### src/rtl/fetch_wait_stage_if.sv
// Handshake bundle around the IF_wait stage: fetch entry, memory response, decode delivery.
interface fetch_wait_stage_if;
   logic        valid_i;
   logic [31:0] pc_i;
   logic        cancelled_i;
   logic        exc_i;
   logic        exc_miss_i;
   logic [4:0]  exccode_i;
   logic        ready_o;
   logic        inst_data_ok;
   logic [31:0] inst_rdata;
   logic        commit_i;
   logic        valid_o;
   logic [31:0] pc_o;
   logic [31:0] inst_o;
   logic        exc_o;
   logic        exc_miss_o;
   logic [4:0]  exccode_o;
   logic        ready_i;

   modport slave (
      input  valid_i, pc_i, cancelled_i, exc_i, exc_miss_i, exccode_i,
      input  inst_data_ok, inst_rdata, commit_i, ready_i,
      output ready_o, valid_o, pc_o, inst_o, exc_o, exc_miss_o, exccode_o
   );

   modport master (
      output valid_i, pc_i, cancelled_i, exc_i, exc_miss_i, exccode_i,
      output inst_data_ok, inst_rdata, commit_i, ready_i,
      input  ready_o, valid_o, pc_o, inst_o, exc_o, exc_miss_o, exccode_o
   );
endinterface

### src/rtl/fetch_wait_stage.sv
// IF_wait stage: pairs in-order imem responses with fetched entries and hands
// completed, non-cancelled entries to decode in program order.
module fetch_wait_stage #(
   parameter int unsigned DEPTH = 4,
   parameter int unsigned PTR_W = $clog2(DEPTH)
) (
   input  logic               clk,
   input  logic               reset,
   fetch_wait_stage_if.slave  bus
);

   localparam int unsigned CNT_W = PTR_W + 1;

   typedef struct packed {
      logic [31:0] pc;
      logic        exc;
      logic        exc_miss;
      logic [4:0]  exccode;
      logic        need_data;
      logic        got_data;
      logic [31:0] inst;
      logic        discard;
   } entry_t;

   entry_t               ent_q [DEPTH];
   logic [PTR_W-1:0]     head_q, tail_q;
   logic [CNT_W-1:0]     count_q, count_d;

   entry_t               head_e, new_e;
   logic                 enq, pop, head_done, wait_found, rsp_wr, bypass;
   logic [PTR_W-1:0]     rsp_idx, scan_idx;

   assign head_e    = ent_q[head_q];
   assign head_done = (count_q != '0) && (!head_e.need_data || head_e.got_data);

   assign bus.ready_o    = (count_q != CNT_W'(DEPTH));
   assign bus.valid_o    = head_done && !head_e.discard && !bus.commit_i;
   assign bus.pc_o       = head_e.pc;
   assign bus.inst_o     = head_e.exc ? 32'h0 : head_e.inst;
   assign bus.exc_o      = head_e.exc;
   assign bus.exc_miss_o = head_e.exc_miss;
   assign bus.exccode_o  = head_e.exccode;

   assign enq = bus.valid_i && bus.ready_o;
   assign pop = (bus.valid_o && bus.ready_i) || (head_done && head_e.discard);

   // Oldest stored entry still waiting on memory; exception entries are skipped.
   always_comb begin
      wait_found = 1'b0;
      rsp_idx    = head_q;
      scan_idx   = head_q;
      for (int unsigned i = 0; i < DEPTH; i++) begin
         scan_idx = head_q + PTR_W'(i);
         if (!wait_found && (CNT_W'(i) < count_q) &&
             ent_q[scan_idx].need_data && !ent_q[scan_idx].got_data) begin
            wait_found = 1'b1;
            rsp_idx    = scan_idx;
         end
      end
   end

   // A response with nothing stored outstanding belongs to the entry arriving now.
   assign rsp_wr = bus.inst_data_ok && wait_found;
   assign bypass = bus.inst_data_ok && !wait_found && enq && !bus.exc_i;

   always_comb begin
      new_e           = '0;
      new_e.pc        = bus.pc_i;
      new_e.exc       = bus.exc_i;
      new_e.exc_miss  = bus.exc_miss_i;
      new_e.exccode   = bus.exccode_i;
      new_e.need_data = !bus.exc_i;
      new_e.got_data  = bypass;
      new_e.inst      = bypass ? bus.inst_rdata : 32'h0;
      new_e.discard   = bus.cancelled_i || bus.commit_i;
   end

   always_comb begin
      count_d = count_q;
      unique case ({enq, pop})
         2'b10:   count_d = count_q + CNT_W'(1);
         2'b01:   count_d = count_q - CNT_W'(1);
         default: count_d = count_q;
      endcase
   end

   always_ff @(posedge clk or posedge reset) begin
      if (reset) begin
         head_q  <= '0;
         tail_q  <= '0;
         count_q <= '0;
         for (int unsigned i = 0; i < DEPTH; i++) begin
            ent_q[i] <= '0;
         end
      end else begin
         if (bus.commit_i) begin
            for (int unsigned i = 0; i < DEPTH; i++) begin
               ent_q[i].discard <= 1'b1;
            end
         end
         if (rsp_wr) begin
            ent_q[rsp_idx].inst     <= bus.inst_rdata;
            ent_q[rsp_idx].got_data <= 1'b1;
         end
         // The tail slot is free when enq fires, so this write is never overlapped.
         if (enq) begin
            ent_q[tail_q] <= new_e;
            tail_q        <= tail_q + PTR_W'(1);
         end
         if (pop) begin
            head_q <= head_q + PTR_W'(1);
         end
         count_q <= count_d;
      end
   end

endmodule

### src/flat_wrapper.sv
// flat-port wrapper written by rule: the top's interface ports become plain ports
module fetch_wait_stage_flat 
#(
   parameter int unsigned DEPTH = 4,
   parameter int unsigned PTR_W = $clog2(DEPTH)
)
  (clk, reset, bus_valid_i, bus_pc_i, bus_cancelled_i, bus_exc_i, bus_exc_miss_i, bus_exccode_i, bus_inst_data_ok, bus_inst_rdata, bus_commit_i, bus_ready_i, bus_ready_o, bus_valid_o, bus_pc_o, bus_inst_o, bus_exc_o, bus_exc_miss_o, bus_exccode_o);
  fetch_wait_stage_if bus_i ();
  input  logic clk;
  input  logic reset;
  input wire logic [$bits(bus_i.valid_i)-1:0] bus_valid_i;
  input wire logic [$bits(bus_i.pc_i)-1:0] bus_pc_i;
  input wire logic [$bits(bus_i.cancelled_i)-1:0] bus_cancelled_i;
  input wire logic [$bits(bus_i.exc_i)-1:0] bus_exc_i;
  input wire logic [$bits(bus_i.exc_miss_i)-1:0] bus_exc_miss_i;
  input wire logic [$bits(bus_i.exccode_i)-1:0] bus_exccode_i;
  input wire logic [$bits(bus_i.inst_data_ok)-1:0] bus_inst_data_ok;
  input wire logic [$bits(bus_i.inst_rdata)-1:0] bus_inst_rdata;
  input wire logic [$bits(bus_i.commit_i)-1:0] bus_commit_i;
  input wire logic [$bits(bus_i.ready_i)-1:0] bus_ready_i;
  output wire logic [$bits(bus_i.ready_o)-1:0] bus_ready_o;
  output wire logic [$bits(bus_i.valid_o)-1:0] bus_valid_o;
  output wire logic [$bits(bus_i.pc_o)-1:0] bus_pc_o;
  output wire logic [$bits(bus_i.inst_o)-1:0] bus_inst_o;
  output wire logic [$bits(bus_i.exc_o)-1:0] bus_exc_o;
  output wire logic [$bits(bus_i.exc_miss_o)-1:0] bus_exc_miss_o;
  output wire logic [$bits(bus_i.exccode_o)-1:0] bus_exccode_o;
  assign bus_i.valid_i = bus_valid_i;
  assign bus_i.pc_i = bus_pc_i;
  assign bus_i.cancelled_i = bus_cancelled_i;
  assign bus_i.exc_i = bus_exc_i;
  assign bus_i.exc_miss_i = bus_exc_miss_i;
  assign bus_i.exccode_i = bus_exccode_i;
  assign bus_i.inst_data_ok = bus_inst_data_ok;
  assign bus_i.inst_rdata = bus_inst_rdata;
  assign bus_i.commit_i = bus_commit_i;
  assign bus_i.ready_i = bus_ready_i;
  assign bus_ready_o = bus_i.ready_o;
  assign bus_valid_o = bus_i.valid_o;
  assign bus_pc_o = bus_i.pc_o;
  assign bus_inst_o = bus_i.inst_o;
  assign bus_exc_o = bus_i.exc_o;
  assign bus_exc_miss_o = bus_i.exc_miss_o;
  assign bus_exccode_o = bus_i.exccode_o;
  fetch_wait_stage #(.DEPTH(DEPTH), .PTR_W(PTR_W)) u_core (.clk(clk), .reset(reset), .bus(bus_i));
endmodule
### config.mk
export PLATFORM = sky130hd
export DESIGN_NAME = fetch_wait_stage_flat
export DESIGN_NICKNAME = d
export VERILOG_FILES = /design/src/rtl/fetch_wait_stage_if.sv /design/src/rtl/fetch_wait_stage.sv /design/src/flat_wrapper.sv
export SDC_FILE = /design/constraint.sdc
export NUM_CORES = 1
export LEC_CHECK = 0
export ABC_AREA = 1
export CAP_MARGIN = 40
export CORE_MARGIN = 2
export CORE_UTILIZATION = 52
export CTS_CLUSTER_SIZE = 30
export DETAILED_ROUTE_END_ITERATION = 8
export PLACE_DENSITY = 0.76
export SLEW_MARGIN = 20
export SYNTH_ARGS = -nofsm -noshare
export SYNTH_HDL_FRONTEND = slang
export SYNTH_SLANG_ARGS = --single-unit
export TNS_END_PERCENT = 20
### constraint.sdc
create_clock -name clk -period 9.2 [get_ports clk]
set_input_delay 1.38 -clock clk [delete_from_list [all_inputs] [get_ports clk]]
set_output_delay 1.38 -clock clk [all_outputs]
set_load 0.02 [all_outputs]
# After elaboration in Yosys (flattened, before gate mapping)
# Cells that the tools add are included.
totals:
  ff_bits: 303
  inputBits: 78
  elab_cells: 139
op_classes:
  n_addsub: 6
  n_lt_le_gt_ge: 12
  n_eq_ne: 3
  n_mux: 37
  n_bitwise: 6
  n_reduce_logical: 40
op_table:
  columns: ["operator", "count"]
  rows:
  - ["$bwmux W296", 3]
  - ["$bmux W74 S2", 4]
  - ["$mux W296", 2]
  - ["$demux W74 S2", 3]
  - ["$mux W74", 3]
  - ["$mux W35", 6]
  - ["$mux W32", 2]
  - ["$mux W34", 1]
  - ["$mux W33", 1]
  - ["$logic_and A1 B1 Y1", 23]
  - ["$ge A3 B3 Y1 const B", 6]
  - ["$not A2 Y3", 6]
  - ["$logic_not A1 Y1", 12]
  - ["$mux W1", 8]
  - ["$lt A1 B3 Y1 const A", 2]
  - ["$lt A2 B3 Y1 const A", 2]
  - ["$lt A3 B1 Y1 const B", 2]
  - ["$mux W2", 3]
  - ["$pmux W3 S2", 1]
  - ["$add A2 B1 Y2 const B", 2]
  - ["$add A2 B2 Y2 const B", 2]
  - ["$add A3 B1 Y3 const B", 1]
  - ["$logic_or A1 B1 Y1", 3]
  - ["$ne A3 B3 Y1 const B", 1]
  - ["5 further kinds", 5]

# Longest topological paths before layout
depth:
  depth_word: 32
  depth_mapped: 20

# Worst setup path before layout
# No wires, ideal clock.
synth_timing:
  path_type: "input port to output port"
  from: "in bus_commit_i"
  to: "out bus_valid_o"
  t_arrival_ps: 1813
  required_time_ps: 7820
  path_slack_ps: 6007
  path_stages: 3
  n_path_buf: 0
  cell_sequence: "inv_1 nand2_1 nor2_1"
synth_via:
  elab_chain_cells: 2
synth_lines:
  columns: ["item", "line", "text"]
  rows:
  - ["start: declaration", "flat_wrapper.sv:19", "input wire logic [$bits(bus_i.commit_i)-1:0] bus_commit_i;"]
  - ["$logic_not A1 Y1", "fetch_wait_stage.sv:37", "assign bus.valid_o = head_done && !head_e.discard && !bus.commit_i;"]
  - ["$logic_and A1 B1 Y1", "fetch_wait_stage.sv:37", null]
  - ["end: declaration", "flat_wrapper.sv:22", "output wire logic [$bits(bus_i.valid_o)-1:0] bus_valid_o;"]
# No other way between the ends.

# Worst setup path in the final report
layout_timing:
  from: "reg u_core.head_q[0]"
  to: "out bus_inst_o[0]"
layout_via:
  elab_chain_cells: 5
layout_lines:
  columns: ["item", "line", "text"]
  rows:
  - ["start: declaration", "fetch_wait_stage.sv:26", "logic [PTR_W-1:0] head_q, tail_q;"]
  - ["start signal: assignment", "fetch_wait_stage.sv:111", "head_q <= head_q + PTR_W'(1);"]
  - ["$not A2 Y3 (implied by the code)", "fetch_wait_stage.sv:33", "assign head_e = ent_q[head_q];"]
  - ["$bmux W74 S2", "fetch_wait_stage.sv:33", null]
  - ["$mux W74 (implied by the code) (2 in a row)", "fetch_wait_stage.sv:33", null]
  - ["$mux W32", "fetch_wait_stage.sv:39", "assign bus.inst_o = head_e.exc ? 32'h0 : head_e.inst;"]
  - ["end: declaration", "flat_wrapper.sv:24", "output wire logic [$bits(bus_i.inst_o)-1:0] bus_inst_o;"]
# No other way between the ends. The select of a mux whose other input is x is not followed.

==> summary.md <==
| Metric | Value |
|---|---|
| Instance count of the mapped netlist | 2,036 |
| Comb pwr share | 0.564 |
| Critical path class | reg2out |
| Worst VDD drop | 0.450 mV |
| Ys flop type | dfrtp_1 |
| Reg clk slew, reported paths | 0.06 ns |
| Ant. Diodes | 0 |
| Power Density | 466 mW/mm2 |
| Most used routing layer | met2 |
| Row cnt | 64 |
| Total GRT Usage | 0.290 |
| Chip Width | 179 um |
| HP Class | reg2reg |
| Period utilisation layout | 0.543 |
| Slowest CP cell | buf_4 |
| CP max FO | 54 |
| Fin. Hold Viols | 0 |
| WL/cell | 18.2 um |
| Die Area | 0.0320 mm2 |
| Grt ovf | 0 |
| FILL cells | 2,586 |
| Via count | 14,800 |
| Yosys cell types | 40 |
| Leakage power | 9.46 nW |
| M2 GR Usage | 0.471 |
| Max Cap Viol | 0 |
| Vias per inst | 5.88 |
| Initial Utilization | 0.524 |
| Multi-input combinational cell area | 0.00680 mm2 |
| Max incr delay on CP | 0.68 ns |
| GP Congestion | 0.856 |
| Mapped Avg Cell Area | 7.81 um2 |
| PnR worst setup slack | 4.21 ns |
| Unrepaired setup endpoints after global routing | false |
| Worst-margin pin slew | 0.873 ns |
| Post-synth EDFFs | 0 |
| Synth Cell Area | 0.0159 mm2 |
| CP Data Arrival Time | 3.61 ns |
| Buffers added on ports | 150 |
| Sequential area share after synthesis | 0.477 |
| Drt pass-1 iters | 5 |
| Area Overhead vs Synth | 18.6% |
| # setup viols final | 0 |
| Post-cts resize count | 0 |
| Hold buffers post-CTS | 0 |
| Status | completed |
| Setup bufs post-CTS | 0 |
| Critical path launch point type | flip-flop |
| Htree depth | 2 |
| DRC viols | 0 |
| Clock Tree Root | clkbuf_16 |
| Clk pwr share | 0.166 |
| Fmax | 200 MHz |
| CP Capture Type | output pin |
| Initial antenna violation count | 0 |
| CTS buffer count | 34 |
| DP HPWL | 26.0 mm |
| Place WS | 4.77 ns |
| Slew HR | 0.418 |
| Synthesis warning total | 0 |
| M3 GR Usage | 0.0600 |
| IO Pins | 151 |
| Switching portion of total power | 0.479 |
| Ys async rst share | 1.00 |
| Final clock skew | 0.0116 ns |
| TNS Setup | 0 ns |
| Seq. cell area | 0.00758 mm2 |
| Internal power | 4.57 mW |
| Yosys reg bits | 303 |
| Clock buffer depth | 3 |
| Layout cells sized above 1 | 0.0743 |
| CTS tree | built |
| Antenna-violating nets left | 0 |
| First-pass GRT wire length | 74.4 mm |
| Switching power | 4.21 mW |
| CTS sink count | 303 |
| Final slew viol count | 0 |
| Largest net degree at the start of global routing | 183 |
| Register share of total power | 0.270 |
| Core area | 0.0303 mm2 |
| Syn nets | 2,122 |
| Routed WL | 45.8 mm |
| Worst-path cell chain | clkinv_4, nand2_1, inv_2, buf_4, a22oi_1, a31oi_1, clkdlybuf4s50_1 |
| Vias in the first global route | 14,400 |
| Insertion delay to the later sink of the worst-skew pair | 0.53 ns |
| Die height | 179 um |
| DRT iter0 DRCs | 1,684 |
| Fin crit period | 4.99 ns |
| Nets | 2,190 |
| Req. time, crit path | 7.82 ns |
| GR Util met1 | 0.388 |
==> cell type report <==
cell class / instances / share of cell area
sequential: 303 / 0.402
multi-input combinational: 1373 / 0.361
timing repair buffer: 181 / 0.104
clock buffer: 52 / 0.0567
inverter: 211 / 0.0425
tap: 396 / 0.0263
clock inverter: 7 / 0.00816
==> cells in the mapped netlist, types with 2 or more instances <==
| cell type | count | share of area |
|---|---|---|
| a21oi_1 | 4 | 0.0013 |
| a22oi_1 | 101 | 0.048 |
| a31oi_1 | 36 | 0.014 |
| buf_1 | 13 | 0.0031 |
| buf_12 | 3 | 0.0038 |
| buf_2 | 37 | 0.012 |
| buf_4 | 5 | 0.0024 |
| buf_6 | 11 | 0.0078 |
| clkbuf_1 | 79 | 0.019 |
| clkinv_1 | 2 | 0.00047 |
| dfrtp_1 | 303 | 0.48 |
| ha_1 | 8 | 0.0063 |
| inv_1 | 200 | 0.047 |
| inv_2 | 7 | 0.0017 |
| nand2_1 | 700 | 0.17 |
| nand2_2 | 25 | 0.0098 |
| nand2_4 | 9 | 0.0064 |
| nand3_1 | 150 | 0.047 |
| nand3_2 | 8 | 0.0050 |
| nand4_1 | 129 | 0.051 |
| nor2_1 | 15 | 0.0035 |
| nor2_2 | 2 | 0.00079 |
| nor2_4 | 2 | 0.0014 |
| nor2_8 | 2 | 0.0025 |
| o21a_1 | 4 | 0.0019 |
| o21ai_0 | 163 | 0.051 |
| or2_2 | 2 | 0.00079 |
| xnor2_1 | 2 | 0.0011 |
| xor2_1 | 3 | 0.0017 |
==> power by group through the flow <==
stage               clock (mW)  sequential (mW)  combinational [mW]
finish                    1.46             2.37                4.95
global route              1.53             2.44                5.45
CTS                       1.47             2.36                4.88
detailed placement           0             2.37                4.85
global placement             0             2.34                4.65
floorplan                    0             2.27                3.47
==> per-layer routing <==
metal  share of wire  vias to the layer above  routed length [um]
li1                -                     6853                   -
met4           0.028                        0                1300
met1            0.41                     7126               18900
met2            0.47                      754               21400
met5               0                        -                   0
met3           0.092                      106                4200
==> kinds of logic after synthesis <==
group | Yosys count | share of synthesized area
DFF | 303 | 0.477
xor gates and xnor gates | 5 | 0.00276
AOI/OAI and AO/OA | 313 | 0.119
and+or+nand+nor | 1047 | 0.297
buffers and inverters | 360 | 0.0985
adders and majority gates | 8 | 0.00630
==> layout by cell type (no fill, tap or decap), drive strengths merged, types with 2 or more instances in the layout <==
| cell type | Yosys | routed |
|---|---|---|
| clkinv | 4 | 6 |
| nand2 | 734 | 734 |
| xnor2 | 2 | 2 |
| nand4 | 130 | 130 |
| nor2 | 21 | 21 |
| dfrtp | 303 | 303 |
| or2 | 2 | 2 |
| nand3 | 159 | 159 |
| clkdlybuf4s50 | 0 | 150 |
| xor2 | 3 | 3 |
| inv | 207 | 208 |
| o21ai | 164 | 164 |
| a31oi | 36 | 36 |
| bufinv | 0 | 3 |
| a21oi | 5 | 5 |
| a22oi | 101 | 101 |
| ha | 8 | 8 |
| o21a | 4 | 4 |
| buf | 70 | 31 |
| clkbuf | 79 | 52 |
==> through the flow <==
stage | util | instance area, um2 | hold slack [ns] | power [mW] | instances
2_1_floorplan | - | 15900 | 0.450 | 5.74 | 2036
3_3_place_gp | 0.571 | 17300 | 0.466 | 6.99 | 2453
3_5_place_dp | 0.578 | 17500 | 0.472 | 7.22 | 2461
4_1_cts | 0.618 | 18800 | 0.488 | 8.71 | 2520
5_1_grt | 0.621 | 18900 | 0.504 | 9.42 | 2523
6_report | 0.621 | 18900 | 0.481 | 8.78 | 2523
==> worst max-delay path, delay by kind of cell (launching register included) <==
kind	cells	cell delay [ns]
AOI/OAI and AO/OA	2	0.55
DFF	1	0.53
buffers and inverters	4	1.84
and+or+nand+nor	1	0.14
==> worst paths after layout <==
check                             startpoint           endpoint  slack, ns  depth (start not counted)
max                         u_core.head_q[0]      bus_inst_o[0]       4.21                          7
min                        u_core.ent_q[146]  u_core.ent_q[146]       0.48                          2
max reg2reg                 u_core.head_q[0]  u_core.ent_q[153]       5.32                         15
min reg2reg                u_core.ent_q[146]  u_core.ent_q[146]       0.48                          2
max in group asynchronous              reset  u_core.ent_q[289]       6.70                          5
min in group asynchronous              reset  u_core.ent_q[140]       1.22                          3
==> flip-flops by register name (all words and copies together) (netlist names) <==
name	flops
u_core.ent_q	296
u_core.count_q	3
u_core.head_q	2
u_core.tail_q	2
Power figures use the tool's default switching activity.
